## src/rtl/mack_irq_controller_if.sv

```systemverilog
// rtl/mack_irq_controller_if.sv - CPU-side bus bundle between the 68000 and the interrupt controller
interface mack_irq_controller_if;
  logic       AS_N;
  logic [2:0] FC;
  logic [2:0] ADDR;
  logic       CS_N;
  logic       RW;
  logic       REG_SEL;
  logic [7:0] DIN;
  logic [7:0] DOUT;
  logic [2:0] IPL_N;
  logic       VPA_N;
  logic       DTACK_N;
  logic       IACK_N;

  modport master (output AS_N, FC, ADDR, CS_N, RW, REG_SEL, DIN,
                  input  DOUT, IPL_N, VPA_N, DTACK_N, IACK_N);
  modport slave  (input  AS_N, FC, ADDR, CS_N, RW, REG_SEL, DIN,
                  output DOUT, IPL_N, VPA_N, DTACK_N, IACK_N);
endinterface

```

## src/rtl/mack_irq_controller.sv

```systemverilog
// rtl/mack_irq_controller.sv - 68000 interrupt controller: IRQ/timer priority encoding, autovector IACK, mask/pend registers
module mack_irq_controller #(
  parameter int         TIMER_BITS  = 16,
  parameter int         TIMER_LEVEL = 5,
  parameter logic [6:0] EDGE_MASK   = 7'h00
) (
  input  logic                  CLK,
  input  logic                  RST,
  input  logic [6:0]            IRQ_N,
  mack_irq_controller_if.slave  bus
);
  typedef enum logic [1:0] {IDLE, IACK, REG} state_t;

  localparam logic [2:0] TLVL = 3'(TIMER_LEVEL);

  state_t                state;
  logic [6:0]            irq_s1, irq_s2, irq_prev;
  logic [6:0]            pend_q, fall, pend_eff, edge_clr;
  logic                  tpend_q, tpend_eff, tpend_clr, wrap;
  logic [TIMER_BITS-1:0] timer_cnt;
  logic [7:0]            mask;
  logic [7:0]            req;
  logic [2:0]            top_level;
  logic                  iack_start, reg_start, ack_hit;

  assign bus.IACK_N = ~(~bus.AS_N & (bus.FC == 3'b111));

  // Synchronisers idle high so reset never manufactures a falling edge.
  always_ff @(posedge CLK or posedge RST) begin
    if (RST) begin
      irq_s1   <= 7'h7f;
      irq_s2   <= 7'h7f;
      irq_prev <= 7'h7f;
    end else begin
      irq_s1   <= IRQ_N;
      irq_s2   <= irq_s1;
      irq_prev <= irq_s2;
    end
  end

  always_comb begin
    // A fresh edge or wrap counts as pending in the same cycle, keeping latency at 3 clocks.
    fall      = irq_prev & ~irq_s2 & EDGE_MASK;
    pend_eff  = (EDGE_MASK & (pend_q | fall)) | (~EDGE_MASK & ~irq_s2);
    wrap      = &timer_cnt;
    tpend_eff = tpend_q | wrap;

    req = 8'h00;
    for (int l = 1; l <= 7; l++) begin
      req[l] = pend_eff[l-1] & ((l == 7) ? 1'b1 : mask[l-1]);
      if (l == TIMER_LEVEL) req[l] = req[l] | (tpend_eff & mask[7]);
    end
    top_level = 3'd0;
    for (int l = 1; l <= 7; l++) begin
      if (req[l]) top_level = 3'(l);
    end

    iack_start = (state == IDLE) & ~bus.AS_N & (bus.FC == 3'b111);
    reg_start  = (state == IDLE) & ~bus.AS_N & ~bus.CS_N & ~iack_start;
    ack_hit    = iack_start & req[bus.ADDR];

    edge_clr  = 7'h00;
    tpend_clr = 1'b0;
    if (ack_hit) begin
      // req[0] is never set, so ADDR is at least 1 here.
      edge_clr  = 7'(1) << (bus.ADDR - 3'd1);
      tpend_clr = (bus.ADDR == TLVL);
    end else if (reg_start & ~bus.RW & bus.REG_SEL) begin
      edge_clr  = bus.DIN[6:0];
      tpend_clr = bus.DIN[7];
    end
  end

  always_ff @(posedge CLK or posedge RST) begin
    if (RST) begin
      pend_q    <= 7'h00;
      tpend_q   <= 1'b0;
      timer_cnt <= '0;
      bus.IPL_N <= 3'b111;
    end else begin
      pend_q    <= ((pend_q & ~edge_clr) | fall) & EDGE_MASK;
      tpend_q   <= (tpend_q & ~tpend_clr) | wrap;
      timer_cnt <= timer_cnt + TIMER_BITS'(1);
      bus.IPL_N <= ~top_level;
    end
  end

  always_ff @(posedge CLK or posedge RST) begin
    if (RST) begin
      state       <= IDLE;
      bus.VPA_N   <= 1'b1;
      bus.DTACK_N <= 1'b1;
      bus.DOUT    <= 8'h00;
      mask        <= 8'h00;
    end else begin
      case (state)
        IDLE: begin
          if (iack_start) begin
            state     <= IACK;
            bus.VPA_N <= 1'b0;
          end else if (reg_start) begin
            state       <= REG;
            bus.DTACK_N <= 1'b0;
            if (~bus.RW) begin
              if (~bus.REG_SEL) mask <= bus.DIN;
            end else begin
              bus.DOUT <= bus.REG_SEL ? {tpend_eff, pend_eff} : mask;
            end
          end
        end
        IACK: begin
          if (bus.AS_N) begin
            state     <= IDLE;
            bus.VPA_N <= 1'b1;
          end
        end
        REG: begin
          if (bus.AS_N) begin
            state       <= IDLE;
            bus.DTACK_N <= 1'b1;
          end
        end
        default: state <= IDLE;
      endcase
    end
  end
endmodule

```

## src/flat_wrapper.sv

```systemverilog
// flat-port wrapper written by rule: the top's interface ports become plain ports
module mack_irq_controller_flat 
#(
  parameter int         TIMER_BITS  = 16,
  parameter int         TIMER_LEVEL = 5,
  parameter logic [6:0] EDGE_MASK   = 7'h00
)
  (CLK, RST, IRQ_N, bus_AS_N, bus_FC, bus_ADDR, bus_CS_N, bus_RW, bus_REG_SEL, bus_DIN, bus_DOUT, bus_IPL_N, bus_VPA_N, bus_DTACK_N, bus_IACK_N);
  mack_irq_controller_if bus_i ();
  input  logic CLK;
  input  logic RST;
  input  logic [6:0] IRQ_N;
  input wire logic [$bits(bus_i.AS_N)-1:0] bus_AS_N;
  input wire logic [$bits(bus_i.FC)-1:0] bus_FC;
  input wire logic [$bits(bus_i.ADDR)-1:0] bus_ADDR;
  input wire logic [$bits(bus_i.CS_N)-1:0] bus_CS_N;
  input wire logic [$bits(bus_i.RW)-1:0] bus_RW;
  input wire logic [$bits(bus_i.REG_SEL)-1:0] bus_REG_SEL;
  input wire logic [$bits(bus_i.DIN)-1:0] bus_DIN;
  output wire logic [$bits(bus_i.DOUT)-1:0] bus_DOUT;
  output wire logic [$bits(bus_i.IPL_N)-1:0] bus_IPL_N;
  output wire logic [$bits(bus_i.VPA_N)-1:0] bus_VPA_N;
  output wire logic [$bits(bus_i.DTACK_N)-1:0] bus_DTACK_N;
  output wire logic [$bits(bus_i.IACK_N)-1:0] bus_IACK_N;
  assign bus_i.AS_N = bus_AS_N;
  assign bus_i.FC = bus_FC;
  assign bus_i.ADDR = bus_ADDR;
  assign bus_i.CS_N = bus_CS_N;
  assign bus_i.RW = bus_RW;
  assign bus_i.REG_SEL = bus_REG_SEL;
  assign bus_i.DIN = bus_DIN;
  assign bus_DOUT = bus_i.DOUT;
  assign bus_IPL_N = bus_i.IPL_N;
  assign bus_VPA_N = bus_i.VPA_N;
  assign bus_DTACK_N = bus_i.DTACK_N;
  assign bus_IACK_N = bus_i.IACK_N;
  mack_irq_controller #(.TIMER_BITS(TIMER_BITS), .TIMER_LEVEL(TIMER_LEVEL), .EDGE_MASK(EDGE_MASK)) u_core (.CLK(CLK), .RST(RST), .IRQ_N(IRQ_N), .bus(bus_i));
endmodule
```

## config.mk

```make
export PLATFORM = sky130hd
export DESIGN_NAME = mack_irq_controller_flat
export DESIGN_NICKNAME = d
export VERILOG_FILES = /design/src/rtl/mack_irq_controller_if.sv /design/src/rtl/mack_irq_controller.sv /design/src/flat_wrapper.sv
export SDC_FILE = /design/constraint.sdc
export NUM_CORES = 1
export LEC_CHECK = 0
export ABC_AREA = 0
export CORE_ASPECT_RATIO = 1.2
export CORE_UTILIZATION = 40
export DETAILED_ROUTE_END_ITERATION = 12
export PLACE_DENSITY_LB_ADDON = 0.3
export SYNTH_ARGS = -nofsm -noshare
export SYNTH_HDL_FRONTEND = slang
export SYNTH_SLANG_ARGS = --single-unit
```

## constraint.sdc

```tcl
create_clock -name CLK -period 5 [get_ports CLK]
set_input_delay 0.5 -clock CLK [delete_from_list [all_inputs] [get_ports CLK]]
set_output_delay 0.5 -clock CLK [all_outputs]
set_load 0.02 [all_outputs]
```

# Yosys cells after proc, flatten, opt, wreduce, memory -nomap -nowiden
# Index checks and enable logic that the tools add are counted.
# totals
register_bits	54
inputBits	27
word_cells	83
# classes
add_sub_neg	1
n_lt_le_gt_ge	1
n_eq_ne	11
muxes	22
n_bitwise	28
reduce_logical	10
# ops
op	count
adder 16 x 1 -> 16 bit (second input constant)	1
bitwise AND 1 bit	16
AND reduction 16 bit	1
two-way mux 3 bit	4
two-way mux 2 bit	5
two-way mux 1 bit	8
two-way mux 8 bit	1
AND reduction 4 bit	2
inverter 1 bit	7
inverter 7 bit	1
== test 3 bit (second input constant)	2
inequality test 2 x 1 -> 1 bit (second input constant)	3
inequality test 2 bit (second input constant)	3
AND reduction 5 bit	1
< comparator 3 x 4 -> 1 bit (second input constant)	1
one-hot mux 1 bit (2 select lines)	2
one-hot mux 2 bit (2 select lines)	1
nonzero test 2 bit	2
binary-select mux 1 bit (select 3 bit)	1
inequality test 3 x 1 -> 1 bit (second input constant)	1
inverter 3 bit	1
OR 1 bit	3
AND reduction 3 bit	1
== test 2 x 1 -> 1 bit (second input constant)	1
other kinds (4)	4

# Longest topological paths before layout
# Gate-level depths: netlist (run 1).
# depth
depth_word	12
depth_mapped	8
ltp_nobuf	6

# Least setup slack after synthesis (run 1)
# Ideal clock, no wire load.
# synth_timing
kind	register to register
startpoint	register u_core.state[0]
endpoint	register u_core.mask[0]
setup_ns	0.125
t_arrival_ns	1.746
required_ns	4.875
slack_ns	3.129
path_stages_with_launch	7
path_buffers	0
synth_period_minus_slack_ns	1.871
cell_sequence	dfrtp_1 inv_1 ha_1 nand2b_1 or3_4 nor3_4 mux2_2
# synth_via
elab_chain_cells	6
word_cells_on_any_way	7
cone_classes	5 x bitwise; 2 x reduce/logical
# synth_lines
element	line	source
start: declaration	mack_irq_controller.sv:16	state_t state;
start signal: assignment	mack_irq_controller.sv:90	state <= IDLE;
start signal: assignment	mack_irq_controller.sv:99	state <= IACK;
start signal: assignment	mack_irq_controller.sv:102	state <= REG;
logical NOT 2 bit (*)	mack_irq_controller.sv:58, mack_irq_controller.sv:59, mack_irq_controller.sv:96	
bitwise AND 1 bit	mack_irq_controller.sv:58, mack_irq_controller.sv:59	
bitwise AND 1 bit	mack_irq_controller.sv:58	iack_start = (state == IDLE) & ~bus.AS_N & (bus.FC == 3'b111);
inverter 1 bit (no line)	n/a	
bitwise AND 1 bit	mack_irq_controller.sv:59	reg_start = (state == IDLE) & ~bus.AS_N & ~bus.CS_N & ~iack_start;
AND reduction 5 bit (no line) (*)	n/a	
end signal: assignment	mack_irq_controller.sv:105	if (~bus.REG_SEL) mask <= bus.DIN;
end: declaration	mack_irq_controller.sv:21	logic [7:0] mask;
# Mark *: on every way between the ends. The rest lies on a longest branch, timed or not.
# A chain may end at the register's enable or synchronous reset.

# Worst setup path after layout (run 1)
# layout_timing
startpoint	input bus_AS_N
endpoint	output bus_IACK_N
# layout_via
elab_chain_cells	3
# layout_lines
element	line	source
start: declaration	flat_wrapper.sv:13	input wire logic [$bits(bus_i.AS_N)-1:0] bus_AS_N;
inverter 1 bit	mack_irq_controller.sv:26	assign bus.IACK_N = ~(~bus.AS_N & (bus.FC == 3'b111));
bitwise AND 1 bit	mack_irq_controller.sv:26	
inverter 1 bit	mack_irq_controller.sv:26	
end: declaration	flat_wrapper.sv:24	output wire logic [$bits(bus_i.IACK_N)-1:0] bus_IACK_N;
# Every way passes these cells.

==> run_results.csv, run 1 <==
group,metric,value,unit
worst_setup_path,max_stage_delay,0.63,ns
route,postRouteAntennaNets,0,
die,die_w,70.0,um
finish,final_nets,260,
pwr,finalPower,1.19,mW
worst_setup_path,startpoint_type,"input port",
worst_setup_path,cp-end-kind,"primary output",
worst_setup_path,crit_type,"input port to primary output",
yosys,synth_nets,216,
clock_network,root_buffer,"clkbuf_8",
yosys,seq_area_frac_synth,0.620,
route,wl,3830,um
worst_setup_path,cpMostUsedCell,"clkdlybuf4s50_1",
worst_setup_path,critPathMaxFanout,8,
grt,antenna_found_initial,0,
finish,antenna_cells,0,
worst_hold_path,worstHoldPathType,"flop to flop",
die,initial_utilization,0.419,
timing,drv_slew,0,
yosys,synth_top_area_cell,"dfrtp_1",
yosys,yosys-top-cells-area,"dfrtp_1 39%, dfstp_2 23%, mux2_2 4.6%",
yosys,syn_inst,185,
die,rows,29,
die,die_h,83.6,um
route,drcViolationCount,0,
yosys,synth_most_common_cell,"dfrtp_1",
yosys,ys_warn_count,0,
clock_network,post_cts_buffers,0,
yosys,synth-main-ff-cell,"dfrtp_1",
yosys,synth_top_area_share,0.395,
timing,tightest_slew,0.777,ns
placed_design,gp_congestion,0.824,
timing,finalWorstSetupSlack,2.56,ns
timing,rsz0062_at_grt,"false",
clock_network,cts_resized,0,
timing,holdWs,0.355,ns
run,max-cap-violations,0,
worst_setup_path,worstPathCellList,"clkdlybuf4s50_1 > nand2b_1 > clkdlybuf4s50_1",
clock_network,cts_buffers,5,
yosys,syn_area,2220,um2
finish,areaGrowthSynthToFinish,25.2,%
yosys,synth-seq-cells,54,
timing,max_slew_margin,0.477,
yosys,synthTopCellsByCount,"35 x dfrtp_1, 19 x dfstp_2, 19 x nand2_1",
clock_network,cts_sinks,54,
outcome,outcome,"finished clean",
clock_network,clock_path_buffers,2,
placed_design,placed_area,2690,um2
finish,design_area,2780,um2
die,die-area,5850,um2
clock_network,ctsHoldBuffers,0,
grt,first_global_vias,1435,
die,ioPinCount,41,
clock_network,clkTransAtPathRegs,0.10,ns
placed_design,place_inst,284,
timing,clock_skew,0.00721,ns
route,vias,1439,
pwr,peakVddDrop,0.000231,V
grt,grt_max_degree,55,
clock_network,htree_levels,2,
timing,setup_viol,0,
timing,hold_viol_final,0,
die,coreArea,5300,um2
clock_network,cts_tree,"built",
timing,setup_tns,0,ns
grt,grt-ovfl-total,0,
placed_design,dp_hpwl,2810,um
timing,clock.fmax,0.410,GHz
route,first_iter_violations,83,
yosys,avgSynthCellArea,12.0,um2
finish,utilization,0.524,
worst_setup_path,crit_path_top_delay_cell,"clkdlybuf4s50_1",
yosys,synth_edf_count,0,
route,firstDrtPassIters,4,
grt,track_usage,0.146,
route,wl_per_cell,13.1,um
yosys,async_reset_ff_frac,1.00,
yosys,yosysUniqueCellTypes,36,
worst_setup_path,crit_arrival,1.94,ns
route,viasPerCell,4.93,
timing,finalCritPeriodShare,0.488,
placed_design,port_buffers,40,
grt,grt_first_pass_wirelength,6690,um
timing,period_needed,2.44,ns
pwr,powerDensity,429,nW/um2
clock_network,worstSkewPairLatency,0.31,ns
pwr,power_leakage,1.18,nW
placed_design,pre_cts_slack,2.56,ns
finish,layout.cells.non_filler,292,
worst_setup_path,cp.required,4.50,ns
finish,drive_above_1_share,0.183,
[cell type report]
class                   count  area [um2]
fillers                   450        2520
clock buffers               5        68.8
inverters                  11        41.3
flip-flops and latches     54        1380
multi-input cells         116         786
clock inverters             3        21.3
repair buffers             41         408
well taps                  62        77.6
[logic make-up (layout without fill, tap and decap cells)]
family	count (synthesis)	in the layout	synth area share
AND/OR/NAND/NOR	57	57	0.148
adder cells (fa/ha/maj)	4	4	0.0226
flip-flops	54	54	0.620
multiplexers	10	10	0.0502
AO/OA/AOI/OAI	31	31	0.0784
XOR/XNOR	14	14	0.0553
buffers and inverters	15	60	0.0259
[worst max-delay path, delay by kind of cell]
kind	cells	cell delay [ns]
buf+inv	2	1.23
simple gates	1	0.21
[layout by cell type (no fill, tap or decap), drive strengths merged, types with 2 or more instances in the layout]
cell type | netlist | layout
dfrtp | 35 | 35
nor2b | 3 | 3
and4 | 2 | 2
clkdlybuf4s50 | 0 | 40
xor2 | 3 | 3
dfstp | 19 | 19
nor3 | 5 | 5
ha | 4 | 4
nand2 | 19 | 19
mux2 | 9 | 9
o21ai | 19 | 19
clkbuf | 3 | 5
nand4 | 4 | 4
xnor2 | 11 | 11
a21oi | 6 | 6
nor4 | 3 | 3
inv | 11 | 14
nor3b | 2 | 2
nand3 | 6 | 6
nor2 | 5 | 5
nand2b | 2 | 2
[path summary, 6_finish.rpt]
path / slack (ns) / cells after the start / from / to
max: 2.56 / 3 / bus_AS_N / bus_IACK_N
min: 0.36 / 0 / u_core.irq_s1[3]$_DFF_PP1_ / u_core.irq_s2[3]$_DFF_PP1_
max reg2reg: 2.86 / 6 / u_core.state[1]$_DFFE_PP0P_ / u_core.mask[2]$_DFFE_PP0P_
min reg2reg: 0.36 / 0 / u_core.irq_s1[3]$_DFF_PP1_ / u_core.irq_s2[3]$_DFF_PP1_
max in group asynchronous: 3.90 / 3 / RST / u_core.mask[0]$_DFFE_PP0P_
min in group asynchronous: 0.68 / 3 / RST / u_core.timer_cnt[0]$_DFF_PP0_
[where the power goes]
group	switching [mW]	internal (mW)
Combinational	0.171	0.178
Sequential	0.0574	0.540
Clock	0.143	0.101
[layer usage]
layer	GRT usage	vias up	routed length, um
met5	0	-	0
li1	-	726	-
met3	0.0459	6	206
met4	0.0527	0	61
met1	0.202	670	1860
met2	0.216	37	1710
[flip-flops by register name (all words and copies together) (netlist names)]
register            cells
u_core.timer_cnt       16
u_core.bus.DOUT         8
u_core.mask             8
u_core.irq_s1           7
u_core.irq_s2           7
u_core.bus.IPL_N        3
u_core.state            2
u_core.bus.DTACK_N      1
u_core.bus.VPA_N        1
u_core.tpend_q          1
Power figures use the tool's default switching activity.
==> run 2: changes to the inputs <==
==> constraint.sdc (replaced) <==
create_clock -name CLK -period 2.4 [get_ports CLK]
set_input_delay 0.24 -clock CLK [delete_from_list [all_inputs] [get_ports CLK]]
set_output_delay 0.24 -clock CLK [all_outputs]
set_load 0.02 [all_outputs]
==> run_results.csv, run 2 (synthesis results as in run 1) <==
group,metric,value,unit
outcome,outcome,"finished clean",
worst_setup_path,cp-end-kind,"flop",
clock_network,htree_levels,2,
worst_setup_path,crit_arrival,2.30,ns
finish,layout_commonest_cell,"clkdlybuf4s50_1",
pwr,combPwrFrac,0.297,
clock_network,clock_path_buffers,2,
timing,setup_viol,0,
die,initial_utilization,0.419,
timing,max_slew_margin,0.488,
finish,top_register,"u_core.timer_cnt",
timing,hold_viol_final,0,
pwr,powerDensity,889,nW/um2
finish,utilization,0.526,
timing,tightest_slew,0.761,ns
placed_design,gp_congestion,0.804,
clock_network,post_cts_buffers,0,
worst_hold_path,min_to,"u_core.irq_s1[2]$_DFF_PP1_",
timing,setup_tns,0,ns
placed_design,port_buffers,40,
worst_setup_path,critPathMaxFanout,8,
timing,finalCritPeriodShare,0.882,
worst_setup_path,cp.required,2.58,ns
pwr,finalPower,2.48,mW
timing,drv_slew,0,
grt,antenna_found_initial,0,
placed_design,dp_hpwl,2780,um
run,max-cap-violations,0,
route,vias,1471,
clock_network,root_buffer,"clkbuf_8",
pwr,p_sw,745,uW
worst_hold_path,worstHoldPathType,"input port to flop",
finish,final_nets,261,
worst_setup_path,startpoint_type,"flop",
clock_network,ctsHoldBuffers,0,
finish,reg.largest.list,"u_core.timer_cnt: 16 flops, u_core.bus.DOUT: 8 flops, u_core.mask: 8 flops",
grt,grt_max_degree,55,
pwr,share_seq_of_total_power,0.501,
die,die-area,5850,um2
timing,period_needed,2.12,ns
grt,first_global_vias,1430,
worst_setup_path,rr_endpoint,"u_core.mask[0]$_DFFE_PP0P_",
route,firstDrtPassIters,4,
worst_setup_path,r2r_start,"u_core.state[0]$_DFFE_PP0P_",
pwr,peakVddDrop,0.000429,V
grt,grt-ovfl-total,0,
route,drcViolationCount,0,
placed_design,pre_cts_slack,0.255,ns
clock_network,cts_tree,"built",
worst_setup_path,rrSetupSlack,0.28,ns
finish,final_cell_mix,"40 x clkdlybuf4s50_1, 35 x dfrtp_1, 19 x nand2_1, 19 x dfstp_2, 17 x o21ai_0",
die,ioPinCount,41,
worst_setup_path,r2r_cells,6,
timing,clock_skew,0.00628,ns
worst_hold_path,min-delay-start,"IRQ_N[2]",
timing,rsz0062_at_grt,"false",
die,die_w,70.0,um
clock_network,clkTransAtPathRegs,0.09,ns
route,viasPerCell,5.02,
pwr,clkPwrFrac,0.202,
grt,grt_first_pass_wirelength,6690,um
finish,largest_reg_flops,16,
finish,drive_above_1_share,0.182,
finish,areaGrowthSynthToFinish,25.6,%
timing,clock.fmax,0.472,GHz
clock_network,worstSkewPairLatency,0.30,ns
worst_hold_path,holdPathStages,1,
pwr,p_int,1.73,mW
worst_setup_path,crit_type,"flop to flop",
finish,antenna_cells,0,
route,postRouteAntennaNets,0,
route,wl,3920,um
timing,finalWorstSetupSlack,0.283,ns
route,first_iter_violations,117,
pwr,power_leakage,1.18,nW
die,coreArea,5300,um2
die,die_h,83.6,um
route,wl_per_cell,13.4,um
clock_network,cts_sinks,54,
die,rows,29,
pwr,sw_frac_of_total,0.301,
clock_network,cts_buffers,5,
clock_network,cts_resized,0,
grt,track_usage,0.148,
-- run 2: area by class of cell --
cell class,instances,area [um2]
multi-input cells,116,786
fillers,456,2510
repair buffers,42,415
inverters,11,41.3
clock inverters,1,5.00
flip-flops and latches,54,1380
well taps,62,77.6
clock buffers,7,86.3
-- run 2: worst max path at each step --
stage	endpoint	slack, ns	cells after the start	start
floorplan	u_core.mask[0]$_DFFE_PP0P_	0.53	6	u_core.state[0]$_DFFE_PP0P_
global placement	u_core.mask[2]$_DFFE_PP0P_	0.30	5	bus_FC[2]
detailed placement	u_core.mask[0]$_DFFE_PP0P_	0.25	5	bus_FC[2]
CTS	u_core.mask[0]$_DFFE_PP0P_	0.28	6	u_core.state[0]$_DFFE_PP0P_
global route	u_core.mask[3]$_DFFE_PP0P_	0.12	6	u_core.state[0]$_DFFE_PP0P_
finish	u_core.mask[0]$_DFFE_PP0P_	0.28	6	u_core.state[0]$_DFFE_PP0P_
-- run 2: per-layer routing --
layer	track usage	part of all wire
met4	0.0564	0.016
met2	0.225	0.47
met3	0.0447	0.058
met5	0	0
met1	0.200	0.46
-- run 2: critical path, stage by stage (launching register included) --
cell and delay [ns]:
dfrtp_1 0.42, inv_1 0.10, ha_1 0.25, nand2b_1 0.11, or3_4 0.36, nor3_4 0.36, mux2_2 0.39
-- run 2: per-stage QoR --
stage / instances / hold slack, ns / cell area [um2]
2_1_floorplan: 185 / 0.244 / 2220
3_3_place_gp: 285 / 0.345 / 2700
3_5_place_dp: 285 / 0.347 / 2700
4_1_cts: 293 / 0.332 / 2790
5_1_grt: 293 / 0.323 / 2790
6_report: 293 / 0.342 / 2790
-- run 2: power by group through the flow --
| stage | Combinational (mW) | Clock (mW) | Sequential [mW] |
|---|---|---|---|
| 4_1_cts | 0.745 | 0.518 | 1.24 |
| 2_1_floorplan | 0.319 | 0 | 1.35 |
| 6_report | 0.736 | 0.500 | 1.24 |
| 5_1_grt | 0.809 | 0.560 | 1.27 |
| 3_5_place_dp | 0.743 | 0 | 1.26 |
| 3_3_place_gp | 0.728 | 0 | 1.25 |
